**src/rtl/exc_request_ctrl.sv**
```systemverilog
`default_nettype none
// ============================================================================
// Module   : exc_request_ctrl
// Purpose  : Request side of the processor exception handshake. Interrupt
//            rising edges are latched as pending. The lowest-index unmasked
//            pending source is forwarded to the exception unit as Exc plus a
//            4-bit EStatus cause code. The request is held until ExcAck.
//            Further requests are blocked until ERet and a drain holdoff.
// Ports    : clk       - rising-edge clock
//            reset     - asynchronous active-low reset
//            irq       - interrupt lines, a rising edge is a new event
//            irq_mask  - 1 = source may raise Exc (pending still latches)
//            ExcAck    - exception unit fetched the vector
//            ERet      - handler returned, 1-cycle pulse
//            Exc       - exception request
//            EStatus   - cause code (source i -> i+1, 0 = none)
//            pending   - latched, not-yet-serviced events
//            busy      - 1 while in REQ, HANDLER or DRAIN
// Revision : 1.0 - initial release
// ============================================================================
module exc_request_ctrl #(
  parameter int NSRC    = 4,
  parameter int HOLDOFF = 3
) (
  input  logic            clk,
  input  logic            reset,
  input  logic [NSRC-1:0] irq,
  input  logic [NSRC-1:0] irq_mask,
  input  logic            ExcAck,
  input  logic            ERet,
  output logic            Exc,
  output logic [3:0]      EStatus,
  output logic [NSRC-1:0] pending,
  output logic            busy
);

  localparam int CNT_W = (HOLDOFF > 1) ? $clog2(HOLDOFF) : 1;

  typedef enum logic [1:0] {
    S_IDLE    = 2'd0,
    S_REQ     = 2'd1,
    S_HANDLER = 2'd2,
    S_DRAIN   = 2'd3
  } state_t;

  state_t            state_q, state_d;
  logic              exc_q, exc_d;
  logic [3:0]        estatus_q, estatus_d;
  logic [NSRC-1:0]   pending_q, pending_d;
  logic [NSRC-1:0]   irq_q;
  logic [NSRC-1:0]   svc_q, svc_d;   // one-hot serviced source
  logic [CNT_W-1:0]  cnt_q, cnt_d;
  logic              busy_q, busy_d;

  logic [NSRC-1:0]   rise;
  logic [NSRC-1:0]   cand;
  logic [NSRC-1:0]   sel_oh;
  logic [NSRC-1:0]   clr;
  logic [3:0]        sel;

  assign rise   = irq & ~irq_q;
  assign cand   = pending_q & irq_mask;
  // Isolate the lowest set bit: index 0 has the highest priority.
  assign sel_oh = cand & (~cand + 1'b1);

  always_comb begin
    sel = '0;
    for (int i = NSRC - 1; i >= 0; i--) begin
      if (cand[i]) sel = 4'(i);
    end
  end

  always_comb begin
    state_d   = state_q;
    exc_d     = exc_q;
    estatus_d = estatus_q;
    svc_d     = svc_q;
    cnt_d     = cnt_q;
    clr       = '0;

    case (state_q)
      S_IDLE: begin
        if (|cand) begin
          state_d   = S_REQ;
          exc_d     = 1'b1;
          estatus_d = sel + 4'd1;
          svc_d     = sel_oh;
        end
      end
      S_REQ: begin
        // ExcAck takes precedence; an ERet in the same cycle is ignored.
        if (ExcAck) begin
          state_d = S_HANDLER;
          exc_d   = 1'b0;
          clr     = svc_q;
        end
      end
      S_HANDLER: begin
        if (ERet) begin
          state_d   = S_DRAIN;
          cnt_d     = CNT_W'(HOLDOFF - 1);
          estatus_d = 4'd0;
        end
      end
      S_DRAIN: begin
        if (cnt_q == '0) begin
          state_d = S_IDLE;
        end else begin
          cnt_d = cnt_q - 1'b1;
        end
      end
      default: begin
        state_d = S_IDLE;
      end
    endcase

    // A new edge on the serviced source in the ExcAck cycle keeps it pending.
    pending_d = (pending_q & ~clr) | rise;
    busy_d    = (state_d != S_IDLE);
  end

  always_ff @(posedge clk or negedge reset) begin
    if (!reset) begin
      state_q   <= S_IDLE;
      exc_q     <= 1'b0;
      estatus_q <= 4'd0;
      pending_q <= '0;
      irq_q     <= '0;
      svc_q     <= '0;
      cnt_q     <= '0;
      busy_q    <= 1'b0;
    end else begin
      state_q   <= state_d;
      exc_q     <= exc_d;
      estatus_q <= estatus_d;
      pending_q <= pending_d;
      irq_q     <= irq;
      svc_q     <= svc_d;
      cnt_q     <= cnt_d;
      busy_q    <= busy_d;
    end
  end

  assign Exc     = exc_q;
  assign EStatus = estatus_q;
  assign pending = pending_q;
  assign busy    = busy_q;

endmodule
`default_nettype wire

```
**config.mk**
```make
export PLATFORM = sky130hd
export DESIGN_NAME = exc_request_ctrl
export DESIGN_NICKNAME = d
export VERILOG_FILES = /design/src/rtl/exc_request_ctrl.sv
export SDC_FILE = /design/constraint.sdc
export NUM_CORES = 1
export LEC_CHECK = 0
export ABC_AREA = 1
export CAP_MARGIN = 10
export CORE_MARGIN = 4
export CORE_UTILIZATION = 35
export DETAILED_ROUTE_END_ITERATION = 7
export PLACE_DENSITY = 0.69
export SLEW_MARGIN = 20
export SYNTH_ARGS = -nofsm -noshare
export SYNTH_HDL_FRONTEND = slang
export SYNTH_SLANG_ARGS = --single-unit
```
**constraint.sdc**
```tcl
create_clock -name clk -period 2.86 [get_ports clk]
set_input_delay 0.429 -clock clk [delete_from_list [all_inputs] [get_ports clk]]
set_output_delay 0.429 -clock clk [all_outputs]
set_load 0.005 [all_outputs]
```
Word-level counts from Yosys, hierarchy flattened. Cells that the tools add are included.

Register bits: 22. Input port bits: 12. Output and inout port bits: 10. Logic and storage cells: 57.

Add/sub/neg operators: 3. Equality and inequality tests: 7. Muxes and demuxes: 20. Bitwise gates (word level): 8. Reduce and logical (&&, ||, !) cells: 11.

Operator list (number): $mux 4 (6); $and 4x4->4 (4); $mux 2 (8); $not 4->4 (3); $reduce_and 3->1 (3); $add 4x1->4 const B (2); $ne 2x2->1 const B (4); $pmux 2 s4 (1); $pmux 4 s2 (1); $reduce_bool 2->1 (4); $eq 2x2->1 const B (2); $logic_not 2->1 (2); $or 4x4->4 (1); $pmux 2 s2 (1); $reduce_or 4->1 (1); $eq 2x1->1 const B (1); $mux 1 (2); $pmux 1 s2 (1); $reduce_and 2->1 (1); $sub 2x1->2 const B (1).

Depth between registers and ports, before layout.
Depth in word-level cells: 8. Gate-level depth with buffers: 8. Depth with buffers taken out: 8.

Worst setup path after synthesis. No wires, ideal clock.

Path type: input-to-reg. Start: in irq_mask[0]. End: reg estatus_q[1], in the netlist EStatus[1]. Setup time: 0.117 ns. Arrival: 1.091 ns. Required time: 2.743 ns. Slack: 1.651 ns. Stages on the path: 6. Buffers on the path: 0. Path through: nand2_1 -> nand2_2 -> a21oi_1 -> ha_1 -> nand2_1 -> nand2_1.

Word-level cells in the longest chain between the ends: 5. Elaborated cells on any way between the ends: 8. Those cells by class: add/sub: 1; eq/ne: 1; mux: 3; bitwise: 1; reduce/logical: 2.

Ends and longest elaborated chain: start, declared (line 28) `input logic [NSRC-1:0] irq_mask,`; $and 4x4->4 * (line 62) `assign cand = pending_q & irq_mask;`; $mux 4 (line 69) `if (cand[i]) sel = 4'(i);`; $add 4x1->4 (line 86) `estatus_d = sel + 4'd1;`; $mux 4 (line 83) `if (|cand) begin`; $pmux 4 s2 (line 81) `case (state_q)`; end signal, assigned (line 135) `estatus_q <= estatus_d;`; end, declared (line 48) `logic [3:0] estatus_q, estatus_d;`.

Every way passes the cells marked *; elsewhere a longest branch is shown, timed or not. The select of a mux whose other input is x is not followed. A chain may end at the register's enable or synchronous reset.

Worst setup path after layout.
Start: reg pending_q[1], in the netlist pending[1]. End: out pending[1].

RTL lines: start, declared (line 49) `logic [NSRC-1:0] pending_q, pending_d;`; start signal, assigned (line 136) `pending_q <= pending_d;`; end, declared (line 33) `output logic [NSRC-1:0] pending,`.

No word-level cell between the ends.

==> metrics.sh <==
CTS_MADE_BUFFERS=3
GRT_USE_MET2_PCT=19.7
TYPE_OF_THE_MOST_CRITICAL_HOLD_PATH='register to register'
SYNTHESIS.YOSYS.WARNINGS=0
DRTITER0DRC=14
SEQ_AREA_FRAC_SYNTH_PCT=57.9
DRIVE_ABOVE_1_SHARE_PCT=10.5
CTS_ROOT_BUFFER_TYPE='clkbuf_4'
DIE_Y_UM=58.9
VIAS=706
SYNTH-SEQ-CELLS=21
DESIGN_POWER_TOTAL_mW=1.01
GRT_ANTENNA_BEFORE_REPAIR=0
PATH_CLK_SLEW_PS=120
GRT_MAX_DEGREE=22
SLEW-LIMIT-HEADROOM_PCT=38.1
AVGROUTEDWIREPERCELL_UM=10.7
CP_NUM_BUF_INV=1
P_CLK_SHARE_PCT=13.9
CTSHTREEMAXLEVEL=1
END_KIND='output pin'
FIRST_GLOBAL_VIAS=718
GLOBAL_ROUTE.USAGE.MET3_PCT=3.07
COUNT_OF_INSERTED_ANTENNA_DIODE_CELLS=0
FLOORPLAN.DIE_AREA_UM2=3470
STATUS='finished clean'
MAPPEDNETLISTNETS=115
CP_SLOWEST_CELL='clkdlybuf4s50_1'
POST_CTS_RESIZED=0
WORST_STAGE_DELAY_ON_THE_CRITICAL_PATH_PS=520
CP_DATA_REQUIRED_TIME_PS=2430
REMAINING_DRC_ERRORS=0
PATH_CLASS='register to output pin'
BUFFER_PORTS.INSERTED=20
WORST_PATH_DOMINANT_CELL_FAMILY='buffers and inverters'
MAX_SLEW.WORST_PIN.SLEW_PS=926
POWER_LEAKAGE_nW=0.566
POSTCTSSETUPBUFFERS=0
GRT_FIRST_PASS_WIRELENGTH_MM=3.02
INITIAL_CORE_UTIL_PCT=36.6
DETAILEDPLACEMENTHPWL_MM=1.28
AVG_INST_SIZE_SYNTH_UM2=8.98
PLACEABLECOREAREA_UM2=2480
CLOCK_TREE_FROM_TRITONCTS='done'
MAX-CLOCK-PATH-BUFFERS=2
IR_DROP_V=0.000446
DRT_PASS1_ITERATIONS=4
POWER.NET_SWITCHING_mW=0.372
SYN-INSTANCE-COUNT=101
WORSTPATHCELLLIST='clkdlybuf4s50_1'
IO_PINS=22
COMB_POWER_SHARE_PCT=40.9
DIE_W_UM=58.9
DRT_WL_TOTAL_MM=1.64
ANT_NETS=0
FINALCLOCKSKEW_PS=10.2
MAPPEDNETLISTAREA_UM2=907
GLOBALROUTEOVERFLOWTOTAL=0
WORST-PATH-MAX-FANOUT=4
HOLD_DEPTH=1
POWER.SHARE.SWITCHING_PCT=36.8
STAGES_ON_WORST_SETUP_PATH=1
YS_TYPES=14
STARTPOINT_TYPE='register'
ROUTE.DETAILED.VIAS_PER_INST=4.58
GR-MAX-USAGE-LAYER='met2'
GRT_UTIL_ALL_LAYERS_PCT=11.3
POST-ROUTE-PERIOD-UTIL_PCT=58.1
FINAL_REPORT_HOLD_VIOLATION_COUNT=0
HOLD_BUFFERS=0
SHARE_SEQ_OF_TOTAL_POWER_PCT=45.2
USE_MET1_PCT=13.3
WORST-R2R-CELL-COUNT=6
WORST_EP_ARRIVAL_TIME_PS=1230
CLKLATENCYLATEPIN_PS=300
ACHIEVABLE-FREQUENCY_GHz=0.602
CELLINTERNALPOWER_mW=0.640
CTS.SINKS=21
PWR_DENS_nW_PER_UM2=869
LAYOUT.NETS=139
TIMING.FINAL.CRIT_PERIOD_PS=1660
SYN2LAYOUT_AREA_GROWTH_PCT=28.4
MAX_CAP_VIOL_COUNT=0
GRT_SETUP_UNREPAIRED='false'
PLACEMENTROWS=18
SETUP-VIOLATIONS-FINAL=0
REPORT.FINAL.SLEW_VIOL_COUNT=0
GP_CONGESTION=0.742
TIMING.SETUP.TNS_PS=0
## metal layers
| metal | up-vias | part of all wire [%] |
|---|---|---|
| met4 | 0 | 1.5 |
| met1 | 322 | 44 |
| met3 | 5 | 5.2 |
| li1 | 363 | - |
| met5 | - | 0 |
| met2 | 16 | 49 |
## registers in the layout, indices dropped and copies added (netlist names)
register,count
irq_q,4
Exc,1
busy,1
svc_q,4
cnt_q,2
pending,4
state_q,2
EStatus,3
## cell families (layout without fill, tap and decap cells)
group | after synthesis | count (layout) | synth area share (%)
adder cells (fa/ha/maj) | 2 | 2 | 2.76
flip-flops | 21 | 21 | 57.9
AND/OR/NAND/NOR | 46 | 46 | 22.3
other | 1 | 1 | 0.413
AO/OA/AOI/OAI | 15 | 15 | 9.52
buffers and inverters | 16 | 39 | 7.03
## final timing paths
path	start	end	slack, ps
worst max-delay path	pending[1]	pending[1]	1200
worst min-delay path	irq_q[3]	pending[3]	430
worst max register to register	pending[0]	EStatus[1]	1580
worst min register to register	irq_q[3]	pending[3]	430
max in group asynchronous	reset	cnt_q[0]	1660
min in group asynchronous	reset	irq_q[1]	630
## Yosys cell counts
cell type | n | share of area [%]
a21oi_1 | 2 | 1.1
buf_4 | 1 | 0.83
conb_1 | 1 | 0.41
dfrtp_1 | 21 | 58
ha_1 | 2 | 2.8
inv_1 | 15 | 6.2
nand2_1 | 24 | 9.9
nand2_2 | 4 | 2.8
nand3_1 | 7 | 3.9
nor2_1 | 6 | 2.5
nor2_2 | 4 | 2.8
nor3_1 | 1 | 0.55
o21ai_0 | 12 | 6.6
o21ai_4 | 1 | 1.8
## power by group through the flow
stage	logic [mW]	registers [mW]	clock network, mW
finish	0.414	0.457	0.141
global route	0.488	0.471	0.159
CTS	0.426	0.457	0.146
detailed placement	0.422	0.464	0
global placement	0.410	0.460	0
floorplan	0.253	0.458	0
## layout by cell type (no fill, tap or decap), drive strengths merged
master         instances
a21oi                  2
ha                     2
dfrtp                 21
clkinv                 1
nand2                 28
inv                   15
o21ai                 13
clkdlybuf4s50         20
conb                   1
clkbuf                 3
nor3                   1
nor2                  10
nand3                  7
## area by class of cell
cell class | instances | area [um2]
Clock buffer | 3 | 22.5
Clock inverter | 1 | 5.00
Fill cell | 258 | 1310
Inverter | 15 | 56.3
Multi-Input combinational cell | 64 | 318
Sequential cell | 21 | 526
Tap cell | 30 | 37.5
Timing Repair Buffer | 20 | 200
## through the flow
| step | worst slack (ps) | cell area [um2] | util [%] | cells | hold slack (ps) |
|---|---|---|---|---|---|
| detailed placement | 1120 | 1140 | 45.9 | 150 | 420 |
| finish | 1200 | 1160 | 47.0 | 154 | 428 |
| global placement | 1140 | 1140 | 45.9 | 150 | 405 |
| floorplan | 1650 | 907 | - | 101 | 133 |
| CTS | 1190 | 1160 | 47.0 | 154 | 437 |
| global route | 1130 | 1160 | 47.0 | 154 | 454 |
Power figures use the tool's default switching activity.
